[config.mk]
export PLATFORM = sky130hd
export DESIGN_NAME = contador_regressivo_mmss
export DESIGN_NICKNAME = d
export VERILOG_FILES = /design/src/rtl/contador_regressivo_mmss.sv
export SDC_FILE = /design/constraint.sdc
export NUM_CORES = 1
export LEC_CHECK = 0
export ABC_AREA = 1
export BUFFER_PORTS_ARGS = -buffer_cell sky130_fd_sc_hd__buf_4
export CAP_MARGIN = 30
export CORE_MARGIN = 3
export CORE_UTILIZATION = 42
export CTS_BUF_LIST = sky130_fd_sc_hd__clkbuf_4
export DETAILED_ROUTE_END_ITERATION = 12
export GPL_TIMING_DRIVEN = 0
export PLACE_DENSITY_LB_ADDON = 0.15
export SYNTH_ARGS = -nofsm -noshare
export SYNTH_HDL_FRONTEND = slang
export SYNTH_SLANG_ARGS = --single-unit
[constraint.sdc]
create_clock -name clk -period 1.95 [get_ports clk]
set_input_delay 0.585 -clock clk [delete_from_list [all_inputs] [get_ports clk]]
set_output_delay 0.585 -clock clk [all_outputs]
set_load 0.005 [all_outputs]
[src/rtl/contador_regressivo_mmss.sv]
// MM:SS BCD countdown timer for the clock's timer mode.
// Counts a loaded preset down to 00:00 on each one-second tick, then latches an alarm.
module contador_regressivo_mmss (
  input  logic       clk,
  input  logic       rst,
  input  logic       tick,
  input  logic       load,
  input  logic [2:0] ld_min_dezena,
  input  logic [3:0] ld_min_unidade,
  input  logic [2:0] ld_seg_dezena,
  input  logic [3:0] ld_seg_unidade,
  input  logic       start,
  input  logic       pause,
  output logic [2:0] min_dezena,
  output logic [3:0] min_unidade,
  output logic [2:0] seg_dezena,
  output logic [3:0] seg_unidade,
  output logic       running,
  output logic       zero,
  output logic       expirou,
  output logic       alarme
);

  localparam logic [1:0] IDLE   = 2'd0;
  localparam logic [1:0] RUN    = 2'd1;
  localparam logic [1:0] PAUSED = 2'd2;
  localparam logic [1:0] DONE   = 2'd3;

  logic [1:0] state;
  logic [1:0] state_next;

  logic [2:0] min_dezena_next;
  logic [3:0] min_unidade_next;
  logic [2:0] seg_dezena_next;
  logic [3:0] seg_unidade_next;
  logic       expirou_next;

  logic [2:0] md_clamped;
  logic [3:0] mu_clamped;
  logic [2:0] sd_clamped;
  logic [3:0] su_clamped;

  logic [2:0] md_dec;
  logic [3:0] mu_dec;
  logic [2:0] sd_dec;
  logic [3:0] su_dec;
  logic       borrow_sd;
  logic       borrow_mu;
  logic       borrow_md;
  logic       dec_is_zero;

  // Out-of-range preset digits saturate so the counters always hold valid BCD.
  always_comb begin
    md_clamped = (ld_min_dezena  > 3'd5) ? 3'd5 : ld_min_dezena;
    mu_clamped = (ld_min_unidade > 4'd9) ? 4'd9 : ld_min_unidade;
    sd_clamped = (ld_seg_dezena  > 3'd5) ? 3'd5 : ld_seg_dezena;
    su_clamped = (ld_seg_unidade > 4'd9) ? 4'd9 : ld_seg_unidade;
  end

  always_comb begin
    borrow_sd = (seg_unidade == 4'd0);
    su_dec    = borrow_sd ? 4'd9 : seg_unidade - 4'd1;

    borrow_mu = borrow_sd && (seg_dezena == 3'd0);
    sd_dec    = seg_dezena;
    if (borrow_sd)
      sd_dec = (seg_dezena == 3'd0) ? 3'd5 : seg_dezena - 3'd1;

    borrow_md = borrow_mu && (min_unidade == 4'd0);
    mu_dec    = min_unidade;
    if (borrow_mu)
      mu_dec = (min_unidade == 4'd0) ? 4'd9 : min_unidade - 4'd1;

    // RUN is never entered at 00:00, so the top digit cannot underflow here.
    md_dec = min_dezena;
    if (borrow_md && (min_dezena != 3'd0))
      md_dec = min_dezena - 3'd1;

    dec_is_zero = (md_dec == 3'd0) && (mu_dec == 4'd0) &&
                  (sd_dec == 3'd0) && (su_dec == 4'd0);
  end

  always_comb begin
    state_next       = state;
    min_dezena_next  = min_dezena;
    min_unidade_next = min_unidade;
    seg_dezena_next  = seg_dezena;
    seg_unidade_next = seg_unidade;
    expirou_next     = 1'b0;

    if (load) begin
      state_next       = IDLE;
      min_dezena_next  = md_clamped;
      min_unidade_next = mu_clamped;
      seg_dezena_next  = sd_clamped;
      seg_unidade_next = su_clamped;
    end else begin
      case (state)
        IDLE: begin
          if (!pause && start && !zero)
            state_next = RUN;
        end
        RUN: begin
          if (pause) begin
            state_next = PAUSED;
          end else if (tick) begin
            min_dezena_next  = md_dec;
            min_unidade_next = mu_dec;
            seg_dezena_next  = sd_dec;
            seg_unidade_next = su_dec;
            if (dec_is_zero) begin
              state_next   = DONE;
              expirou_next = 1'b1;
            end
          end
        end
        PAUSED: begin
          if (!pause && start)
            state_next = RUN;
        end
        DONE: begin
          state_next = DONE;
        end
        default: begin
          state_next = IDLE;
        end
      endcase
    end
  end

  always_ff @(posedge clk) begin
    if (rst) begin
      state       <= IDLE;
      min_dezena  <= 3'd0;
      min_unidade <= 4'd0;
      seg_dezena  <= 3'd0;
      seg_unidade <= 4'd0;
      expirou     <= 1'b0;
    end else begin
      state       <= state_next;
      min_dezena  <= min_dezena_next;
      min_unidade <= min_unidade_next;
      seg_dezena  <= seg_dezena_next;
      seg_unidade <= seg_unidade_next;
      expirou     <= expirou_next;
    end
  end

  assign running = (state == RUN);
  assign alarme  = (state == DONE);
  assign zero    = (min_dezena == 3'd0) && (min_unidade == 4'd0) &&
                   (seg_dezena == 3'd0) && (seg_unidade == 4'd0);

endmodule

==> Yosys cells after proc, flatten, opt, wreduce, memory -nomap -nowiden <==
Index checks and enable logic that the tools add are counted.
Widths: inputs -> output; s select.
{ "word_totals": {"register_bits": 17, "in_bits": 20, "out_inout_bits": 18, "word_cells": 86} }
{ "classes": {"n_addsub": 4, "magnitude_cmp": 4, "n_eq_ne": 8, "n_mux": 33, "bitwise_logic": 2, "reduce_logical": 29} }
{ "op_table": {"columns": ["cell", "count"], "rows": [
  ["$mux 4", 13],
  ["$mux 3", 13],
  ["$logic_not 4->1", 4],
  ["$logic_not 3->1", 4],
  ["$logic_and 1x1->1", 11],
  ["$mux 2", 5],
  ["$gt 4x4->1 const B", 2],
  ["$pmux 2 s4", 1],
  ["$sub 4x1->4 const B", 2],
  ["$gt 3x3->1 const B", 2],
  ["$ne 2x2->1 const B", 3],
  ["$sub 3x1->3 const B", 2],
  ["$reduce_or 5->1", 1],
  ["$eq 2x2->1 const B", 2],
  ["$reduce_and 4->1", 1],
  ["$reduce_bool 2->1", 2],
  ["$ne 3x2->1 const B", 1],
  ["$ne 3x3->1 const B", 1],
  ["$reduce_and 3->1", 1],
  ["$reduce_bool 3->1", 1],
  ["$eq 2x1->1 const B", 1],
  ["$logic_not 1->1", 2],
  ["$logic_not 2->1", 1],
  ["$not 1->1", 2],
  ["other kinds (2)", 2]
]} }

==> Depth between registers and ports, before layout <==
Gate-level depths: netlist (run 1).
{ "depth": {"word_depth": 13, "mapped_depth": 13, "depth_no_buf": 13} }

==> Worst setup path before layout (run 1) <==
No wires, ideal clock.
{ "synth_path": {"path_kind": "reg-to-output", "from": "reg min_dezena[0]", "to": "out zero", "arrival_ns": 0.957, "required_ns": 1.365, "path_slack_ns": 0.408, "path_stages_with_launch": 6, "path_buffers": 0, "cell_sequence": "dfxtp_1 inv_1 ha_1 ha_1 inv_1 nor2_1"} }
{ "synth_via": {"elab_chain_len": 4} }
{ "synth_lines": {"columns": ["element", "line_no", "source"], "rows": [
  ["start: declaration", "14", "output logic [2:0] min_dezena,"],
  ["start signal: assignment", "141", "min_dezena <= min_dezena_next;"],
  ["$logic_not 3->1", "151", "assign zero = (min_dezena == 3'd0) && (min_unidade == 4'd0) &&"],
  ["$logic_and 1x1->1 (2 in series)", "151", null],
  ["$logic_and 1x1->1", "152", "(seg_dezena == 3'd0) && (seg_unidade == 4'd0);"],
  ["end: declaration", "19", "output logic zero,"]
]} }
No other way between the ends.

==> Final worst setup path (run 1) <==
Ends and elaborated chain as after synthesis.

==> impl_metrics.yaml, run 1 <==
run_status:
  status: "finished, final reports clean"
yosys:
  muxShareOfSynthArea_pct: 0
  synth.distinct_cells: 32
  synth_nets: 203
  synth_xor_area_share_pct: 1.48
  synth_area_leaders: "dfxtp_1 29%, nand2_1 11%, o21ai_0 8.5%, inv_1 7.3%, nor2_1 6.3%"
  ys_ff_latch: 17
  yosysTopAreaCell: "dfxtp_1"
  synthSimpleGateAreaFrac_pct: 32.0
  synth_top_area_share_pct: 28.8
  synth_fa_ha_area_share_pct: 2.11
  netlist_instances: 181
  avgSynthCellArea_um2: 6.54
  synth_top_family_by_area: "simple AND/OR/NAND/NOR gates"
  ys_warn_count: 0
  synth_compound_area_share_pct: 25.1
  ys_seq_area_share_pct: 28.8
  syn-cell-area_um2: 1180
cts:
  clk_pin_slew_ns: 0.10
  cts_buffer_depth: 2
  cts_tree: "built"
  cts-buffers-inserted: 3
  cts_hold_buf: 0
  clock_sinks: 17
  cts_root_buffer: "clkbuf_4"
  clk_latency_ns: 0.29
  h-tree-depth: 1
global_routing:
  antenna_found_initial: 0
  track_usage_pct: 20.9
  grt-ovfl-total: 0
  grt_pass1_vias: 1356
  grt_pass1_wl_mm: 5.67
  grt_max_degree: 11
sta:
  fin_skew_ns: 0.00273
  slew_headroom_pct: 68.7
  timing.hold.ws_ns: 0.468
  finalMaxSlewViolations: 0
  setup_viol: 0
  period_share_pct: 97.1
  worst_pin_slew_ns: 0.469
  finalHoldViolations: 0
  min_period_ns: 1.89
  setup_tns_ns: 0
  fmax_mhz: 528
detailed_routing:
  wl_per_cell_um: 13.3
  antenna_left: 0
  drt_wl_total_mm: 3.38
  dr.pass1.iters: 4
  viasPerCell: 5.42
  drcViolationCount: 0
  drtIter0Drc: 68
  vias: 1381
worst_setup_path:
  path_delay_family: "adder cells"
  critPathLaunchType: "flop"
  critPathMaxFanout: 3
  endpoint_kind: "output pin"
  path_cells: "inv_2, ha_1, ha_1, inv_2, nor2_1, buf_4"
  path_buf_inv: 3
  crit_slowest_cell: "dfxtp_2"
  critPathRequiredTime_ns: 1.36
  cpPeakStageDelay_ns: 0.36
  critPathKind: "flop to output pin"
  arrival_ns: 1.31
final_layout:
  num_antenna_cells: 0
  finalNonFillerCells: 255
  fin_nets: 248
  postLayoutCellArea_um2: 1570
  area_delta_synth_final_pct: 32.3
  fill_cells: 262
  drive_gt1_share_pct: 32.4
worst_hold_path:
  hp-class: "input port to flop"
run:
  drv_cap: 0
placed_design:
  dpl_cell_area_um2: 1490
  port_buffers: 36
  dp_cells: 247
  dp_hpwl_mm: 2.54
  gp_congestion: 0.868
floorplanning:
  rows: 18
  die_w_um: 59.1
  initial_utilization_pct: 46.1
  die-area_um2: 3490
  io_pins: 38
  dieHeight_um: 59.1
  coreArea_um2: 2570
power_and_ir_drop:
  p_leak_nw: 0.748
  power_density_nw_per_um2: 604
  ir_worst_vdd_v: 0.000482
[registers in the layout, indices dropped and copies added (netlist names)]
signal / flops
expirou: 1
seg_unidade: 4
seg_dezena: 3
min_unidade: 4
min_dezena: 3
state: 2
[final timing paths]
path | start | endpoint | slack (ns) | cells after the start
worst max-delay path | min_dezena[0] | zero | 0.06 | 6
worst min-delay path | pause | state[0] | 0.47 | 2
worst max register to register | min_dezena[0] | state[1] | 0.22 | 13
worst min register to register | min_dezena[0] | min_dezena[0] | 0.48 | 2
[per-layer routing]
| layer | track usage, % | up-vias | share of wire (%) |
|---|---|---|---|
| li1 | - | 694 | - |
| met1 | 26.2 | 627 | 42 |
| met2 | 34.9 | 50 | 49 |
| met3 | 2.61 | 10 | 6.3 |
| met4 | 10.7 | 0 | 2.1 |
| met5 | 0 | - | 0 |
[repair_timing]
| action | in CTS | in global routing |
|---|---|---|
| gates cloned | 0 | 0 |
| setup buffers | 2 | 2 |
| gates resized for setup | 6 | 7 |
| endpoints found under the hold margin | 0 | 0 |
| pin swaps | 1 | 2 |
| endpoints found under the setup margin | 1 | 1 |
[worst register-to-register path: stages, from the launching register on]
cell     delay [ns]
dfxtp_2        0.36
inv_2          0.06
ha_1           0.19
ha_1           0.18
inv_2          0.07
buf_4          0.13
nand4_1        0.11
nand2_1        0.11
nand3_1        0.10
nor2_1         0.10
nand2_1        0.06
nand2_1        0.06
nand2_1        0.06
a21oi_2        0.11
[power breakdown]
group	switching [mW]	internal, mW	total, mW
Combinational	0.184	0.148	0.332
Sequential	0.0337	0.375	0.408
Clock	0.113	0.0934	0.206
Total	0.331	0.616	0.947
[area by class of cell]
class / count / area [um^2] / area share (%)
multi-input combinational: 133 / 723 / 46.2
tap: 30 / 37.5 / 2.40
buffer: 5 / 27.5 / 1.76
timing repair buffer: 40 / 300 / 19.2
inverter: 26 / 97.6 / 6.23
sequential: 17 / 350 / 22.4
clock buffer: 4 / 30.0 / 1.92
[synth_stat cells, drive strengths merged]
cell type  instances
a211o              1
a21oi             14
clkbuf             3
a31oi              4
nor2              25
nand4              3
buf                2
o21ai             23
o41ai              1
inv               26
nand2             39
ha                 2
a221oi             3
xor2               2
o21a               1
dfxtp             17
nor3               1
a31o               1
nand3              9
nor4               1
a211oi             2
a22oi              1
[placed cells by master (no fill, tap or decap), drive strengths merged, types with 2 or more instances in the layout]
cell and n:
clkbuf 7, ha 2, inv 26, a21oi 14, nor2 25, nand4 3
xor2 2, nand3 9, buf 42, a221oi 3, dfxtp 17, a211oi 2
nand2 39, o21ai 23, a31oi 4
[through the flow]
step / power, mW / setup slack (ns) / util (%)
2_1_floorplan: 0.602 / 0.408 / -
3_3_place_gp: 0.710 / 0.0636 / 58.1
3_5_place_dp: 0.720 / 0.0627 / 58.1
4_1_cts: 0.943 / 0.00488 / 60.1
5_1_grt: 1.01 / -0.0184 / 61.0
6_report: 0.947 / 0.0573 / 61.0
[logic make-up (layout without fill, tap and decap cells)]
| group | count (synthesis) | count (layout) |
|---|---|---|
| adder cells (fa/ha/maj) | 2 | 2 |
| flip-flops | 17 | 17 |
| AO/OA/AOI/OAI | 51 | 51 |
| AND/OR/NAND/NOR | 78 | 78 |
| XOR/XNOR | 2 | 2 |
| buffers and inverters | 31 | 75 |
No activity file was read; power rests on OpenSTA's default activity.
==> run 2, diff against run 1 <==
--- a/config.mk
+++ b/config.mk
@@ -13,7 +13,7 @@
 export CTS_BUF_LIST = sky130_fd_sc_hd__clkbuf_4
 export DETAILED_ROUTE_END_ITERATION = 12
 export GPL_TIMING_DRIVEN = 0
-export PLACE_DENSITY_LB_ADDON = 0.15
+export PLACE_DENSITY = 0.67
 export SYNTH_ARGS = -nofsm -noshare
 export SYNTH_HDL_FRONTEND = slang
 export SYNTH_SLANG_ARGS = --single-unit
==> run 2 against run 1 <==
Against the previous run:
- via count decreased by 0.94%
- worst setup slack better by 0.019 ns
- sequential cell count unchanged
- critical path depth is the same
- cell area is 3.0% higher
- final cell count rose by 2.0%
- combinational power increased by 6.9%
- non-clock buffer count is 5 higher
- sequential power is essentially flat
- largest cell class unchanged
- largest power group unchanged
==> impl_metrics.yaml, run 2 (synthesis results as in run 1) <==
placed_design:
  dp_hpwl_mm: 2.56
  post-place-ws_ns: 0.00658
  dpl_cell_area_um2: 1490
  port_buffers: 36
  gp_congestion: 0.833
global_routing:
  antenna_found_initial: 0
  grt-ovfl-total: 0
  grt_max_degree: 11
  track_usage_pct: 21.7
  grt_pass1_vias: 1317
  grt_pass1_wl_mm: 5.84
sta:
  worst_pin_slew_ns: 0.459
  period_share_pct: 96.1
  timing.hold.ws_ns: 0.459
  finalMaxSlewViolations: 0
  min_period_ns: 1.87
  fin_skew_ns: 0.00582
  setup_viol: 0
  slew_headroom_pct: 69.4
  final.setup.worst_slack_ns: 0.0763
  finalHoldViolations: 0
  fmax_mhz: 534
worst_hold_path:
  hp-class: "input port to flop"
floorplanning:
  coreArea_um2: 2570
  rows: 18
  die-area_um2: 3490
  die_w_um: 59.1
  initial_utilization_pct: 46.1
  io_pins: 38
  dieHeight_um: 59.1
final_layout:
  drive_gt1_share_pct: 35.2
  top_regs: "min_unidade: 4 flops, seg_unidade: 4 flops"
  regArea_um2: 353
  utilization_pct: 62.9
  layout_common_cells: "45 x buf_4, 35 x nand2_1, 20 x inv_1, 20 x o21ai_0, 17 x nor2_1"
  fin_nets: 253
  postLayoutCellArea_um2: 1610
  area_delta_synth_final_pct: 36.4
  num_antenna_cells: 0
  mostFrequentLayoutCell: "buf_4"
  multi_input_area_um2: 731
  fill_cells: 252
worst_setup_path:
  critPathLaunchType: "flop"
  critPathKind: "flop to output pin"
  endpoint_kind: "output pin"
  critPathMaxFanout: 4
  critPathRequiredTime_ns: 1.36
  arrival_ns: 1.29
power_and_ir_drop:
  ir_worst_vdd_v: 0.000410
  p_leak_nw: 0.772
  power_density_nw_per_um2: 601
  total_power_uw: 970
run:
  drv_cap: 0
cts:
  cts_buffer_depth: 2
  cts_root_buffer: "clkbuf_4"
  cts_hold_buf: 0
  h-tree-depth: 1
  clk_pin_slew_ns: 0.11
  cts-buffers-inserted: 3
  clock_sinks: 17
  cts_tree: "built"
  clk_latency_ns: 0.29
detailed_routing:
  antenna_left: 0
  vias: 1368
  drtIter0Drc: 91
  viasPerCell: 5.26
  drcViolationCount: 0
  dr.pass1.iters: 4
  wl_per_cell_um: 13.4
  drt_wl_total_mm: 3.47
run_status:
  status: "finished, final reports clean"
[run 2: where the power goes]
| group | switching, mW | internal, mW | total, mW |
|---|---|---|---|
| clock network | 0.116 | 0.0934 | 0.209 |
| logic | 0.191 | 0.164 | 0.355 |
| registers | 0.0319 | 0.374 | 0.406 |
[run 2: worst paths after layout]
| kind | from | to | slack (ns) | cells after the start |
|---|---|---|---|---|
| min reg2reg | min_dezena[2] | min_dezena[2] | 0.49 | 2 |
| max reg2reg | seg_dezena[2] | state[1] | 0.21 | 14 |
| min | pause | state[0] | 0.46 | 2 |
| max | seg_unidade[1] | zero | 0.08 | 6 |
[run 2: timing repair]
action / in CTS / in global routing
gates resized for setup: 7 / 10
pin swaps: 1 / 5
endpoints found under the setup margin: 1 / 1
setup buffers: 3 / 6
[run 2: per-stage QoR]
step	TNS (ns)	instances
3_5_place_dp	0	247
4_1_cts	0	254
5_1_grt	-0.0105	260
6_report	0	260
2_1_floorplan	0	181
3_3_place_gp	-0.000778	247
[run 2: layout make-up]
type | count | share of cell area (%)
clock buffers | 4 | 1.86
flip-flops and latches | 17 | 21.9
plain buffers | 5 | 1.71
multi-input cells | 133 | 45.3
repair buffers | 45 | 20.9
well taps | 30 | 2.33
inverters | 26 | 6.05
[run 2: layer usage]
metal	GRT usage [%]	routed length, um	vias up
met5	0	0	-
met4	8.74	66	0
met3	3.27	233	9
met2	36.4	1650	56
met1	27.6	1530	602
li1	-	-	701
[run 2: worst max-delay path: stages (launching register included)]
cell,delay (ns)
dfxtp_4,0.37
nor2_4,0.16
nand2_4,0.10
nor2_8,0.10
nand2_2,0.06
nor2_2,0.10
buf_4,0.11
==> run 3, diff against run 2 <==
--- a/config.mk
+++ b/config.mk
@@ -6,14 +6,13 @@
 export NUM_CORES = 1
 export LEC_CHECK = 0
 export ABC_AREA = 1
-export BUFFER_PORTS_ARGS = -buffer_cell sky130_fd_sc_hd__buf_4
-export CAP_MARGIN = 30
 export CORE_MARGIN = 3
 export CORE_UTILIZATION = 42
 export CTS_BUF_LIST = sky130_fd_sc_hd__clkbuf_4
 export DETAILED_ROUTE_END_ITERATION = 12
+export DONT_BUFFER_PORTS = 1
 export GPL_TIMING_DRIVEN = 0
-export PLACE_DENSITY = 0.67
+export PLACE_DENSITY = 0.55
 export SYNTH_ARGS = -nofsm -noshare
 export SYNTH_HDL_FRONTEND = slang
 export SYNTH_SLANG_ARGS = --single-unit
==> run 3 against run 2 <==
Against the previous run:
- clock skew increased by 0.0070 ns
- power decreased by 11%
- cell area decreased by 21%
- worst setup slack improved by 0.0050 ns
- count of clock-buffer cells in the layout decreased by 1
- sequential cell count unchanged
- register-to-register slack improved by 0.08 ns
- wire length decreased by 11%
- final cell count decreased by 17%
- highest routed layer unchanged
==> impl_metrics.yaml, run 3 (synthesis results as in run 1) <==
run_status:
  status: "finished, final reports clean"
final_layout:
  mostFrequentLayoutCell: "nand2_1"
  top_regs: "min_unidade: 4 flops, seg_unidade: 4 flops"
  postLayoutCellArea_um2: 1280
  fill_cells: 279
  area_delta_synth_final_pct: 8.14
  num_antenna_cells: 0
  multi_input_area_um2: 723
  fin_nets: 210
  layout_common_cells: "36 x nand2_1, 20 x inv_1, 20 x o21ai_0, 18 x nor2_1, 13 x a21oi_1"
  drive_gt1_share_pct: 18.2
  utilization_pct: 49.9
  regArea_um2: 349
sta:
  min_period_ns: 1.87
  fmax_mhz: 535
  period_share_pct: 95.8
  worst_pin_slew_ns: 0.465
  setup_viol: 0
  fin_skew_ns: 0.0128
  timing.hold.ws_ns: 0.361
  finalMaxSlewViolations: 0
  finalHoldViolations: 0
  setup_tns_ns: 0
  slew_headroom_pct: 69.0
floorplanning:
  dieHeight_um: 59.1
  initial_utilization_pct: 46.1
  rows: 18
  die_w_um: 59.1
  coreArea_um2: 2570
  io_pins: 38
  die-area_um2: 3490
cts:
  h-tree-depth: 1
  cts-buffers-inserted: 3
  clk_latency_ns: 0.30
  clk_pin_slew_ns: 0.12
  cts_buffer_depth: 2
  clock_sinks: 17
  cts_tree: "built"
  cts_root_buffer: "clkbuf_4"
detailed_routing:
  drcViolationCount: 0
  viasPerCell: 5.41
  dr.pass1.iters: 4
  wl_per_cell_um: 14.2
  vias: 1174
  antenna_left: 0
  drtIter0Drc: 46
  drt_wl_total_mm: 3.08
global_routing:
  grt_pass1_wl_mm: 5.13
  grt-ovfl-total: 0
  antenna_found_initial: 0
  track_usage_pct: 19.2
  grt_pass1_vias: 1140
  grt_max_degree: 12
worst_setup_path:
  critPathKind: "flop to output pin"
  critPathRequiredTime_ns: 1.36
  critPathLaunchType: "flop"
  arrival_ns: 1.28
  endpoint_kind: "output pin"
  critPathMaxFanout: 5
power_and_ir_drop:
  switchingPower_uw: 322
  total_power_uw: 866
  p_clk_share_pct: 23.9
  power_density_nw_per_um2: 676
  switching_share_pct: 37.2
  p_leak_nw: 0.553
  ir_worst_vdd_v: 0.000387
  seqPwrFrac_pct: 47.6
  comb_power_share_pct: 28.5
  intPower_uw: 544
placed_design:
  gp_congestion: 0.838
  port_buffers: 0
  dp_hpwl_mm: 2.43
  dpl_cell_area_um2: 1220
worst_hold_path:
  hp-class: "input port to flop"
run:
  drv_cap: 0
-- run 3: path summary, 6_finish.rpt --
kind,from,end,slack (ns),cells after the start
worst min-delay path,pause,state[0],0.36,1
worst max register to register,min_dezena[0],state[1],0.29,12
worst min register to register,state[0],state[1],0.49,2
worst max-delay path,min_dezena[0],zero,0.08,5
-- run 3: repair_timing --
action,in CTS,in global routing
hold buffers,0,0
pin swaps,0,1
endpoints found under the setup margin,1,1
buffers inserted,0,2
gates resized for setup,5,7
-- run 3: stage by stage --
stage | instances | setup slack (ns)
floorplan | 181 | 0.408
global placement | 211 | 0.179
detailed placement | 211 | 0.145
CTS | 215 | 0.00160
global route | 217 | -0.000440
finish | 217 | 0.0812
-- run 3: critical path: stages (launching register included) --
cell	delay [ns]
dfxtp_2	0.37
inv_2	0.07
ha_1	0.20
ha_1	0.18
inv_2	0.10
nor2_1	0.07
-- run 3: final cells by class --
cell class                      instances  area share (%)
Buffer                                  5            2.15
Clock buffer                            3            1.76
Clock inverter                          1           0.587
Inverter                               26            7.62
Multi-Input combinational cell        133            56.5
Sequential cell                        17            27.3
Tap cell                               30            2.93
Timing Repair Buffer                    2            1.17
-- run 3: power groups by stage --
| stage | Clock [mW] | Sequential (mW) | Combinational (mW) |
|---|---|---|---|
| final | 0.207 | 0.412 | 0.247 |
| after floorplan | 0 | 0.408 | 0.194 |
| after CTS | 0.219 | 0.410 | 0.239 |
| after detailed placement | 0 | 0.416 | 0.237 |
| after global routing | 0.223 | 0.417 | 0.286 |
| after global placement | 0 | 0.415 | 0.234 |
-- run 3: layer usage --
metal	wire, um	track usage (%)	up-vias	part of all wire, %
met5	0	0	-	0
met4	27	4.85	0	0.88
met3	171	3.49	4	5.6
met2	1470	32.5	26	48
met1	1410	25.1	524	46
li1	-	-	620	-
